**src/rtl/bus_pkg.sv**
```systemverilog
// Shared types and constants for the BARQ/BAGD bus master port.
// MAX_RETRY is only referenced when BUS_MASTER_RETRY_EN is defined.
package bus_pkg;

  localparam int BUS_ADDR_W = 16;
  localparam int BUS_DATA_W = 16;

  localparam logic [1:0] MAX_RETRY = 2'd2;

  typedef enum logic [1:0] {
    IDLE = 2'd0,
    REQ  = 2'd1,
    XFER = 2'd2,
    DONE = 2'd3
  } state_t;

  typedef struct packed {
    logic                  we;
    logic [BUS_ADDR_W-1:0] addr;
    logic [BUS_DATA_W-1:0] wdata;
  } bus_cmd_t;

  // Watchdog counters must be able to hold their own timeout value.
  function automatic int cnt_width(input int max_val);
    return $clog2(max_val + 1);
  endfunction

endpackage

```
**src/rtl/sat_counter.sv**
```systemverilog
// Saturating up-counter with synchronous clear and count enable.
// Clear has priority over enable; the count stops at MAX.
module sat_counter #(
  parameter int WIDTH = 8,
  parameter int MAX   = 255
) (
  input  logic             clk,
  input  logic             rst_n,
  input  logic             clr,
  input  logic             en,
  output logic [WIDTH-1:0] count
);

  localparam logic [WIDTH-1:0] CNT_MAX = WIDTH'(MAX);

  always_ff @(posedge clk or negedge rst_n) begin
    if (!rst_n) begin
      count <= '0;
    end else if (clr) begin
      count <= '0;
    end else if (en && (count != CNT_MAX)) begin
      count <= count + WIDTH'(1);
    end
  end

endmodule

```
**src/rtl/bus_master_port.sv**
```systemverilog
// Initiator endpoint of the BARQ/BAGD shared-bus handshake: one command in,
// one response out. Define BUS_MASTER_RETRY_EN to retry error/strobe-timeout aborts.
module bus_master_port
  import bus_pkg::*;
#(
  parameter int ADDR_W         = BUS_ADDR_W,
  parameter int DATA_W         = BUS_DATA_W,
  parameter int GRANT_TIMEOUT  = 32,
  parameter int STROBE_TIMEOUT = 16
) (
  input  logic              clk,
  input  logic              rst_n,
  input  logic              cmd_valid_i,
  output logic              cmd_ready_o,
  input  logic              cmd_we_i,
  input  logic [ADDR_W-1:0] cmd_addr_i,
  input  logic [DATA_W-1:0] cmd_wdata_i,
  output logic              barq_o,
  input  logic              bagd_i,
  input  logic              target_ready_i,
  input  logic              data_strobe_i,
  input  logic              error_i,
  output logic              bus_oe_o,
  output logic [ADDR_W-1:0] bus_addr_o,
  output logic              bus_we_o,
  output logic [DATA_W-1:0] bus_wdata_o,
  input  logic [DATA_W-1:0] bus_rdata_i,
  output logic              rsp_valid_o,
  output logic [DATA_W-1:0] rsp_rdata_o,
  output logic              rsp_err_o
);

  localparam int GW = cnt_width(GRANT_TIMEOUT);
  localparam int SW = cnt_width(STROBE_TIMEOUT);
  localparam logic [GW-1:0] GRANT_LAST  = GW'(GRANT_TIMEOUT - 1);
  localparam logic [SW-1:0] STROBE_LAST = SW'(STROBE_TIMEOUT - 1);

  state_t   state;
  bus_cmd_t cmd_q;
  logic     bagd_low_q;

  logic [GW-1:0] grant_cnt;
  logic [SW-1:0] strobe_cnt;

  logic grant_to;
  logic strobe_to;
  logic grant_lost;
  logic xfer_fail;
  logic do_retry;
  logic retry_pend;

  // Both watchdogs restart from zero every time their state is (re)entered.
  sat_counter #(.WIDTH(GW), .MAX(GRANT_TIMEOUT)) u_grant_cnt (
    .clk   (clk),
    .rst_n (rst_n),
    .clr   (state != REQ),
    .en    (state == REQ),
    .count (grant_cnt)
  );

  sat_counter #(.WIDTH(SW), .MAX(STROBE_TIMEOUT)) u_strobe_cnt (
    .clk   (clk),
    .rst_n (rst_n),
    .clr   (state != XFER),
    .en    ((state == XFER) && target_ready_i),
    .count (strobe_cnt)
  );

  assign grant_to   = (grant_cnt == GRANT_LAST);
  assign strobe_to  = target_ready_i && (strobe_cnt == STROBE_LAST);
  assign grant_lost = !bagd_i && bagd_low_q;
  assign xfer_fail  = error_i || grant_lost || strobe_to;

`ifdef BUS_MASTER_RETRY_EN
  logic [1:0] retry_cnt_q;

  // Lost grant and grant timeout are not worth retrying; the arbiter is gone.
  assign do_retry = (error_i || strobe_to) && (retry_cnt_q < MAX_RETRY);

  always_ff @(posedge clk or negedge rst_n) begin
    if (!rst_n) begin
      retry_cnt_q <= '0;
      retry_pend  <= 1'b0;
    end else if ((state == IDLE) && cmd_valid_i) begin
      retry_cnt_q <= '0;
      retry_pend  <= 1'b0;
    end else if ((state == XFER) && !data_strobe_i && xfer_fail && do_retry) begin
      retry_cnt_q <= retry_cnt_q + 2'd1;
      retry_pend  <= 1'b1;
    end else if (state == DONE) begin
      retry_pend  <= 1'b0;
    end
  end
`else
  assign do_retry   = 1'b0;
  assign retry_pend = 1'b0;
`endif

  // Bus drivers are parked at zero whenever the port does not own the bus.
  assign bus_addr_o  = bus_oe_o ? cmd_q.addr  : '0;
  assign bus_wdata_o = bus_oe_o ? cmd_q.wdata : '0;
  assign bus_we_o    = bus_oe_o & cmd_q.we;

  always_ff @(posedge clk or negedge rst_n) begin
    if (!rst_n) begin
      state       <= IDLE;
      cmd_q       <= '0;
      bagd_low_q  <= 1'b0;
      cmd_ready_o <= 1'b1;
      barq_o      <= 1'b0;
      bus_oe_o    <= 1'b0;
      rsp_valid_o <= 1'b0;
      rsp_rdata_o <= '0;
      rsp_err_o   <= 1'b0;
    end else begin
      case (state)
        IDLE: begin
          if (cmd_valid_i) begin
            cmd_q       <= '{we: cmd_we_i, addr: cmd_addr_i, wdata: cmd_wdata_i};
            state       <= REQ;
            barq_o      <= 1'b1;
            cmd_ready_o <= 1'b0;
          end
        end
        REQ: begin
          if (bagd_i) begin
            state      <= XFER;
            bus_oe_o   <= 1'b1;
            bagd_low_q <= 1'b0;
          end else if (grant_to) begin
            state       <= DONE;
            barq_o      <= 1'b0;
            rsp_valid_o <= 1'b1;
            rsp_err_o   <= 1'b1;
          end
        end
        XFER: begin
          // Request and drive enable drop on the edge that sees the terminating event.
          if (data_strobe_i) begin
            state       <= DONE;
            barq_o      <= 1'b0;
            bus_oe_o    <= 1'b0;
            rsp_valid_o <= 1'b1;
            rsp_err_o   <= 1'b0;
            rsp_rdata_o <= cmd_q.we ? '0 : bus_rdata_i;
          end else if (xfer_fail) begin
            state    <= DONE;
            barq_o   <= 1'b0;
            bus_oe_o <= 1'b0;
            if (!do_retry) begin
              rsp_valid_o <= 1'b1;
              rsp_err_o   <= 1'b1;
            end
          end else begin
            bagd_low_q <= !bagd_i;
          end
        end
        DONE: begin
          if (retry_pend) begin
            state  <= REQ;
            barq_o <= 1'b1;
          end else begin
            state       <= IDLE;
            cmd_ready_o <= 1'b1;
            rsp_valid_o <= 1'b0;
            rsp_err_o   <= 1'b0;
            rsp_rdata_o <= '0;
          end
        end
        default: state <= IDLE;
      endcase
    end
  end

endmodule

```
**config.mk**
```make
export PLATFORM = sky130hd
export DESIGN_NAME = bus_master_port
export DESIGN_NICKNAME = d
export VERILOG_FILES = /design/src/rtl/bus_pkg.sv /design/src/rtl/sat_counter.sv /design/src/rtl/bus_master_port.sv
export SDC_FILE = /design/constraint.sdc
export NUM_CORES = 1
export LEC_CHECK = 0
export BUFFER_PORTS_ARGS = -buffer_cell sky130_fd_sc_hd__clkbuf_2
export CAP_MARGIN = 10
export CORE_AREA = 2 2 117 119
export CTS_BUF_LIST = sky130_fd_sc_hd__clkbuf_8
export DETAILED_ROUTE_END_ITERATION = 16
export DIE_AREA = 0 0 119 121
export PLACE_DENSITY = 0.45
export SLEW_MARGIN = 20
export SYNTH_ARGS = -nofsm -noshare
export SYNTH_HDL_FRONTEND = slang
export SYNTH_HIERARCHICAL = 1
export SYNTH_SLANG_ARGS = --single-unit
```
**constraint.sdc**
```tcl
create_clock -name clk -period 2.4 [get_ports clk]
set_clock_uncertainty 0.15 [all_clocks]
set_input_delay 0.12 -clock clk [delete_from_list [all_inputs] [get_ports clk]]
set_output_delay 0.12 -clock clk [all_outputs]
set_load 0.1 [all_outputs]
```
==> summary.txt <==
Run status
  – Status: finished, final reports clean

Global route
  – Initial antenna violation count: 0
  – GRT Total Usage: 0.117
  – Largest net degree at the start of global routing: approximately 70
  – First-pass GRT wire length: about 13,000 microns
  – Global route overflow: 0
  – Vias in the first global route: 2,672

Timing
  – Max-slew headroom: 0.410
  – Setup TNS: 0 ns
  – Final worst path period need: between 2 and 2.5 ns
  – Slew Viols, Final: 0
  – RSZ-0062 raised after global routing: no
  – Max Clock Freq: 483 MHz
  – Setup violators final: 0
  – Pin slew with the least headroom to its limit: 0.885 ns
  – Final hold violations: 0
  – Period utilization: 0.863

Logic synthesis
  – Yosys top cell area share: 0.518
  – Syn. warnings: 6
  – Top-count cell post-synth: dfrtp_1
  – Post-synth cell types: 41
  – Cells taking the most area after synthesis: dfrtp_1 (52%), mux2_2 (12%), and2_1 (6.6%)
  – EDFF count, synth: 0
  – Yosys reg bits: 68
  – Register area share after synthesis: 0.526
  – Post-synthesis cell area: 3240 sq um
  – Post-synth ARST share: 1.00
  – Synth top cells by count: dfrtp_1 (67), nand2_1 (41), and2_1 (34), mux2_2 (34), o21ai_0 (22)
  – Synth Flop Type: dfrtp_1
  – Syn Nets: 358
  – Synth area leader: dfrtp_1
  – Syn_area_per_cell: ~11 sq um
  – Post-Synthesis Cells: 294

Setup path
  – Worst Path Buf+Inv: 2
  – CP max-delay cell: dfrtp_1
  – R2R Path End: rsp_err_o
  – Critical path data required time: 2.13 ns
  – Worst-path fanout max: 31
  – Crit path kind: reg -> out
  – CP Launch Point: bus_oe_o
  – Top Family by Delay on Critical Path: buffers and inverters
  – CP cell instances: buf_4, and2_1, clkbuf_2
  – WP data arrival: 1.80 ns
  – Worst R2R Setup Slack: 0.45 ns
  – RR Startpoint: state[1]
  – Critical Path Stages: 3
  – End of the critical path: bus_addr_o[11]
  – Cells on worst reg2reg path: 6
  – Worst path max stage delay: about 0.47 ns
  – Worst Setup Start Kind: flip-flop
  – Type of destination of the critical path: primary output

Die
  – Die Y: ~120 microns
  – Chip Width: 119 microns
  – Die ar.: 14,400 sq um
  – Starting Density: 0.247
  – Row count: 42
  – Io pins: 110
  – Core area: roughly 13,000 sq um

Clock network
  – H-Tree Depth: 3
  – Sink Count: 68
  – CTS buffer count: 9
  – Clock insertion delay at the later pin of the skew report: ~0.35 ns
  – Clock Path Buffers: 2
  – Clock transition at path regs: 0.08 ns
  – Root buffer cell: clkbuf_8
  – CTS tree: yes
  – Post-cts repair resize count: 0

Place
  – DP HPWL: 5270 microns
  – I/O Buffers: about 110
  – Gpl congestion: 0.775

Job
  – Max_cap viols: 0

Routing
  – Final ANT Viol Nets: 0
  – Drt pass-1 iters: 4
  – WL final: roughly 8100 microns
  – Via count: approximately 2,700
  – Via density: 4.17
  – Drt wl/cell: 12.6 microns
  – DRC Markers: 0
  – DRC marker count from the first detailed-route iteration: 84

Worst hold path
  – Hold path start: target_ready_i
  – Cells on Worst Hold Path: 5
  – Hold Crit Class: in -> reg

Finish
  – Area grow syn2layout: 46.3%
  – Diodes inserted: 0
  – Layout cells sized above 1: 0.371
  – Final-stage net count: 523
  – FF/Latch Area: 1700 sq um
  – Multi-input logic area: 1440 sq um
  – Fill count: 1,347
-- area by class of cell --
type	count	area share
Multi-Input combinational cell	202	0.304
Inverter	11	0.00872
Sequential cell	68	0.360
Clock buffer	11	0.0320
Clock inverter	5	0.0108
Tap cell	176	0.0465
Timing Repair Buffer	167	0.238
-- state kept, by name, indices dropped and copies added, names as in the netlist --
signal and cells:
cmd_ready_o 1, u_strobe_cnt/count 5, state 2, rsp_err_o 1, rsp_rdata_o 16, u_grant_cnt/count 6, bus_oe_o 1, bagd_low_q 1
cmd_q 33, barq_o 1, rsp_valid_o 1
-- placed cells by master (no fill, tap or decap), types with 2 or more instances in the layout --
cell           instances
xor2_1                 4
buf_4                  7
nor2_1                12
nand2_1               41
nand3b_1               3
o21ai_0               22
nand2b_1               3
dlygate4sd3_1         52
clkinv_2               2
ha_1                   8
mux2_2                34
and2_1                34
nand4_1                4
dfrtp_1               67
clkbuf_2             107
nand4b_1               3
mux2_4                 2
a21oi_1                6
mux2i_1                4
inv_1                 12
clkbuf_8              11
-- cell families (layout without fill, tap and decap cells) --
family | count (synthesis) | after routing | share of synthesized area
AND/OR/NAND/NOR | 110 | 110 | 0.181
flip-flops | 68 | 68 | 0.526
XOR/XNOR | 4 | 4 | 0.0108
adder cells (fa/ha/maj) | 8 | 8 | 0.0309
buffers and inverters | 24 | 194 | 0.0306
multiplexers | 42 | 42 | 0.147
AO/OA/AOI/OAI | 38 | 38 | 0.0735
-- worst min path at each step --
stage	end	slack, ns
after global placement	rsp_rdata_o[12]	0.17
after detailed placement	rsp_rdata_o[12]	0.17
final	u_strobe_cnt/count[2]	0.14
after CTS	u_strobe_cnt/count[2]	0.11
after global routing	u_strobe_cnt/count[2]	0.18
after floorplan	bagd_low_q	-0.33
-- routing by layer --
layer | global-route usage | vias to the layer above | wire length [microns]
li1 | - | 1332 | -
met1 | 0.149 | 1236 | 3810
met2 | 0.188 | 89 | 3690
met3 | 0.0362 | 14 | 456
met4 | 0.0394 | 0 | 139
met5 | 0 | - | 0
-- per-stage QoR --
step / area (sq um) / hold WS [ns] / util / std cells / setup WS [ns]
global route: 4730 / 0.184 / 0.362 / 640 / 0.172
floorplan: 3240 / -0.326 / - / 294 / 0.111
CTS: 4730 / 0.113 / 0.362 / 640 / 0.290
global placement: 4010 / 0.169 / 0.306 / 572 / 0.477
finish: 4730 / 0.141 / 0.362 / 640 / 0.329
detailed placement: 4010 / 0.174 / 0.306 / 572 / 0.495
-- worst register-to-register path, delay by kind of cell (launching register included) --
family / cells / cell delay, ns
mux: 1 / 0.35
buf+inv: 2 / 0.26
flops: 1 / 0.43
fa+ha+maj: 1 / 0.20
compound gates: 2 / 0.43
-- timing repair --
| item | 4_1_cts | 5_1_grt |
|---|---|---|
| hold endpoints to repair | 119 | 0 |
| setup buffers | 0 | 0 |
| hold buffers | 52 | 0 |
Power is not shown: default switching activity piles up to over one toggle a cycle in this logic, so the estimate is an artifact.
